[config.mk]
export PLATFORM = sky130hd
export DESIGN_NAME = rms_seq_ctrl
export DESIGN_NICKNAME = d
export VERILOG_FILES = /design/src/rtl/rms_seq_ctrl.sv
export SDC_FILE = /design/constraint.sdc
export NUM_CORES = 1
export LEC_CHECK = 0
export CAP_MARGIN = 20
export CORE_MARGIN = 4
export CORE_UTILIZATION = 68
export DETAILED_ROUTE_END_ITERATION = 6
export GPL_TIMING_DRIVEN = 0
export MAX_ROUTING_LAYER = met4
export PLACE_DENSITY_LB_ADDON = 0.12
export SYNTH_ARGS = -nofsm -noshare
export SYNTH_HDL_FRONTEND = slang
export SYNTH_SLANG_ARGS = --single-unit
[constraint.sdc]
create_clock -name clk -period 19.2 [get_ports clk]
set_input_delay 5.76 -clock clk [delete_from_list [all_inputs] [get_ports clk]]
set_output_delay 5.76 -clock clk [all_outputs]
set_load 0.005 [all_outputs]
[src/rtl/rms_seq_ctrl.sv]
// RMS sequencer: squares and sums a 2**LOG2N sample window, shifts the sum down to the mean, then takes a bit-serial floor square root.
// Latency: the result is valid WIDTH cycles after the last sample is accepted. Backpressure: input is stalled through SQRT/DONE; DONE holds the result until out_ready.
// Build option RMS_SIGNED_EN: treat in_data as two's complement and accumulate |in_data|.
module rms_seq_ctrl #(
    parameter int WIDTH = 8,
    parameter int LOG2N = 4
) (
    input  logic             clk,
    input  logic             rst_n,
    input  logic             in_valid,
    output logic             in_ready,
    input  logic [WIDTH-1:0] in_data,
    output logic             out_valid,
    input  logic             out_ready,
    output logic [WIDTH-1:0] out_rms,
    output logic             busy
);

    localparam int AW = 2*WIDTH + LOG2N;
    localparam int BW = (WIDTH > 1) ? $clog2(WIDTH) : 1;

    typedef enum logic [1:0] {S_ACC, S_SQRT, S_DONE} state_t;

    state_t             state, state_nxt;
    logic [AW-1:0]      acc, acc_nxt;
    logic [LOG2N-1:0]   cnt, cnt_nxt;
    logic [2*WIDTH-1:0] mean, mean_nxt;
    logic [WIDTH-1:0]   root, root_nxt;
    logic [BW-1:0]      bit_idx, bit_idx_nxt;

    logic [WIDTH-1:0]   mag;
    logic [WIDTH-1:0]   trial;
    logic [2*WIDTH-1:0] sq;
    logic [2*WIDTH-1:0] trial_sq;
    logic [AW-1:0]      acc_sum;

    // Negating the most negative value wraps to 2**(WIDTH-1), which is the correct magnitude.
`ifdef RMS_SIGNED_EN
    assign mag = in_data[WIDTH-1] ? (WIDTH'(0) - in_data) : in_data;
`else
    assign mag = in_data;
`endif

    assign sq       = {{WIDTH{1'b0}}, mag} * {{WIDTH{1'b0}}, mag};
    assign acc_sum  = acc + {{LOG2N{1'b0}}, sq};
    assign trial    = root | (WIDTH'(1) << bit_idx);
    assign trial_sq = {{WIDTH{1'b0}}, trial} * {{WIDTH{1'b0}}, trial};
    assign out_rms  = root;

    always_ff @(posedge clk) begin
        if (!rst_n) begin
            state   <= S_ACC;
            acc     <= '0;
            cnt     <= '0;
            mean    <= '0;
            root    <= '0;
            bit_idx <= '0;
        end else begin
            state   <= state_nxt;
            acc     <= acc_nxt;
            cnt     <= cnt_nxt;
            mean    <= mean_nxt;
            root    <= root_nxt;
            bit_idx <= bit_idx_nxt;
        end
    end

    always_comb begin
        state_nxt   = state;
        acc_nxt     = acc;
        cnt_nxt     = cnt;
        mean_nxt    = mean;
        root_nxt    = root;
        bit_idx_nxt = bit_idx;
        in_ready    = 1'b0;
        out_valid   = 1'b0;
        busy        = (state != S_ACC) || (cnt != '0);

        case (state)
            S_ACC: begin
                in_ready = 1'b1;
                if (in_valid) begin
                    acc_nxt = acc_sum;
                    // The final sample leaves cnt at its top value; only the DONE handshake clears it.
                    if (cnt == '1) begin
                        mean_nxt    = acc_sum[LOG2N +: 2*WIDTH];
                        root_nxt    = '0;
                        bit_idx_nxt = BW'(WIDTH-1);
                        state_nxt   = S_SQRT;
                    end else begin
                        cnt_nxt = cnt + LOG2N'(1);
                    end
                end
            end
            S_SQRT: begin
                if (trial_sq <= mean)
                    root_nxt = trial;
                bit_idx_nxt = bit_idx - BW'(1);
                if (bit_idx == '0)
                    state_nxt = S_DONE;
            end
            S_DONE: begin
                out_valid = 1'b1;
                if (out_ready) begin
                    acc_nxt   = '0;
                    cnt_nxt   = '0;
                    state_nxt = S_ACC;
                end
            end
            default: begin
                state_nxt = S_ACC;
            end
        endcase
    end

endmodule

==> results.toml <==
[run_status]
status = "completed"

[synth]
syn_inst = 759
ys_types = 60
ys_async_sr_fraction_pct = 0
syn_area_mm2 = 0.00640
syn_avg_cell_area_um2 = 8.44
ys.flop_type = "dfxtp_1"
syn-num-nets = 926
synth_edf_count = 0
ys_seq_elements = 53
yosysWarnings = 0
seq_area_frac_synth_pct = 16.6

[setup_path]
start_kind = "input pin"
reg2reg_slack_ns = 12.19
ff2ff_path_depth = 26
path_common_cell = "fa_1"
critPathSlowestCell = "fa_1"
critPathRequiredTime_ns = 19.45
r2r-start = "bit_idx[1]"
endpoint_kind = "flip-flop"
critical_path_class = "input pin to flip-flop"
crit_fanout = 9
timing.rr.end = "out_rms[0]"
crit_family = "adder cells"
critPathArrivalTime_ns = 10.78
critPathBufInv = 4
critical_path.max_stage_delay_ns = 0.55
crit_chain = "clkdlybuf4s50_1 > clkbuf_1 > and2_1 > fa_1 > inv_1 > fa_1 > fa_1 > fa_1 > inv_1 > ha_1 > a21o_1 > a211o_1 > a31oi_1 > a211oi_1 > o41a_1 > o21ai_1"

[detailed_routing]
dr.first_iter.drc_count = 275
vias_per_cell = 5.75
num_vias = 5176
routedWlPerCell_um = 14.6
drt_first_pass_iters = 4
wl_met1_um = 6040
drc = 0
wl_um = 13200
highest-signal-layer = "met4"
route.met3.wl_um = 553
wl_met2_um = 6420
antenna_left = 0

[cts]
cts_buffer_depth = 2
cts_htree_levels = 2
cts.clk_slew.worst_paths_ns = 0.10
cts.repair.resized = 0
clock-sinks = 53
holdBufCountCts = 0
cts_tree = "done"
clk_latency_ns = 0.32
cts-root-buf = "clkbuf_8"
cts_setup_buffers = 0
numCtsBuffers = 5

[floorplan]
dieWidth_um = 105
fp-row-count = 35
ioPinCount = 23
core_mm2 = 0.00920
die-height_um = 105
die-area_mm2 = 0.0110
start_util_pct = 69.6

[final_layout]
final_cell_area_mm2 = 0.00686
area_growth_syn_to_layout_pct = 7.13
antenna_cells = 0
post-route-util_pct = 74.6
nNetsFinal = 955
drive_gt1_share_pct = 3.04

[power]
power_density_mw_per_mm2 = 87.9
p_leak_nw = 3.37
peakVddDrop_uv = 84.6

[global_routing]
gr-total-overflow = 0
gr-usage-all-layers_pct = 26.2
first_global_vias = 5243
grt_max_degree = 20
antenna_found_initial = 0
grt_pass1_wl_um = 23600

[timing]
period_minus_slack_ns = 10.53
finalSetupTns_ns = 0
fin_hold_ws_ns = 0.460
slew_headroom_pct = 41.3
tightestPinTransition_ns = 0.881
rsz0062_at_grt = "false"
slew_viol_final = 0
finClkSkew_ns = 0.0154
hold_violations = 0
final.period_utilization_pct = 54.8
fin_ws_ns = 8.67
fmax_mhz = 95.0
setup_viol = 0

[placed_design]
dpl_cell_area_mm2 = 0.00676
portBuffers = 22
post-place-ws_ns = 8.41
routabilityCongestion = 0.882
dp_hpwl_um = 11200

[worst_hold_path]
holdPathStages = 2
worstHoldEndpoint = "mean[5]"
min_from = "mean[5]"
hold_class = "flip-flop to flip-flop"

[flow_run]
maxCapViolCount = 0
-- metal layers --
layer	vias to the layer above	GRT usage [%]
met5	-	-
met4	0	4.31
met3	17	3.34
met2	99	43.5
met1	2509	35.2
li1	2551	-
-- state kept, by name, summed over array words and instances (netlist names) --
register	flops
acc	20
mean	16
out_rms	8
cnt	4
bit_idx	3
state	2
-- layout by cell type, fill, tap and decap left out, types with 2 or more instances in the layout --
master,instances
clkdlybuf4s50_1,22
xor2_1,8
nor2_1,69
o21ai_0,26
xnor2_1,25
dfxtp_1,53
o21ai_1,2
o31a_1,2
a211o_1,3
a31oi_1,3
buf_2,4
nor3b_1,3
inv_1,124
o21bai_1,2
nand4_1,6
nand3_1,9
clkbuf_8,5
nand2_1,62
a21boi_0,2
nor2b_1,10
nand2b_1,8
clkbuf_1,14
a22o_1,2
and2_1,24
fa_1,64
and3_1,5
a21o_1,9
or2_2,4
or3_1,7
nor3_1,8
o211ai_1,4
o21a_1,3
ha_1,91
a22oi_1,11
a21oi_1,49
a211oi_1,9
mux2i_1,9
-- final cells by class --
type	count	area, µm²
clock buffers	5	68.8
plain buffers	19	76.3
inverters	124	465
well taps	111	139
multi-input cells	563	4800
flip-flops and latches	53	1060
repair buffers	22	220
clock inverters	3	28.8
fillers	690	2340
-- worst reg2reg max path: stages (launching register included) --
cell      delay [ns]
dfxtp_1         0.40
inv_1           0.10
ha_1            0.23
a21oi_1         0.56
inv_1           0.32
nand2_1         0.18
inv_1           0.07
fa_1            0.48
fa_1            0.55
inv_1           0.06
fa_1            0.50
fa_1            0.54
inv_1           0.04
ha_1            0.32
or2_2           0.28
a21oi_1         0.14
inv_1           0.06
o211ai_1        0.11
or4b_1          0.45
o311ai_0        0.13
ha_1            0.23
a21o_1          0.12
a21o_1          0.11
a21oi_1         0.09
o21a_1          0.13
o21ai_2         0.49
mux2i_1         0.26
-- cells in the mapped netlist, drive strengths merged (11+ instances only) --
cell	count	area (µm²)
a21oi	50	254
nand2	62	233
dfxtp	53	1060
clkbuf	14	52.6
nor2b	11	76.3
and2	24	150
inv	124	465
ha	91	1140
nor2	69	259
xnor2	25	219
a22oi	11	82.6
o21ai	29	149
fa	64	1280
-- worst max path at each step --
stage,start,endpoint,slack (ns),depth (start not counted)
after floorplan,in_data[5],acc[15],9.34,13
after global placement,in_data[5],mean[14],8.55,14
after detailed placement,in_data[5],acc[19],8.41,16
after CTS,in_data[5],acc[19],8.73,16
after global routing,in_data[5],mean[14],8.41,14
final,in_data[5],acc[19],8.67,16
-- kinds of logic (layout without fill, tap and decap cells) --
group	Yosys count	in the layout	share of synthesized area (%)
AND/OR/NAND/NOR	224	224	16.9
XOR/XNOR	33	33	4.51
buffers and inverters	143	173	8.46
flip-flops	53	53	16.6
adder cells (fa/ha/maj)	155	155	37.8
multiplexers	10	10	1.58
AO/OA/AOI/OAI	141	141	14.2
-- power breakdown --
part / internal (mW) / switching [mW]
registers: 0.121 / 0.00804
logic: 0.172 / 0.233
clock network: 0.0274 / 0.0414
total: 0.321 / 0.283
-- metrics by stage --
stage | total power [mW] | std cells
detailed placement | 0.534 | 892
global placement | 0.519 | 892
CTS | 0.604 | 900
finish | 0.603 | 900
floorplan | 0.452 | 759
global route | 0.665 | 900
Power figures use the tool's default switching activity.
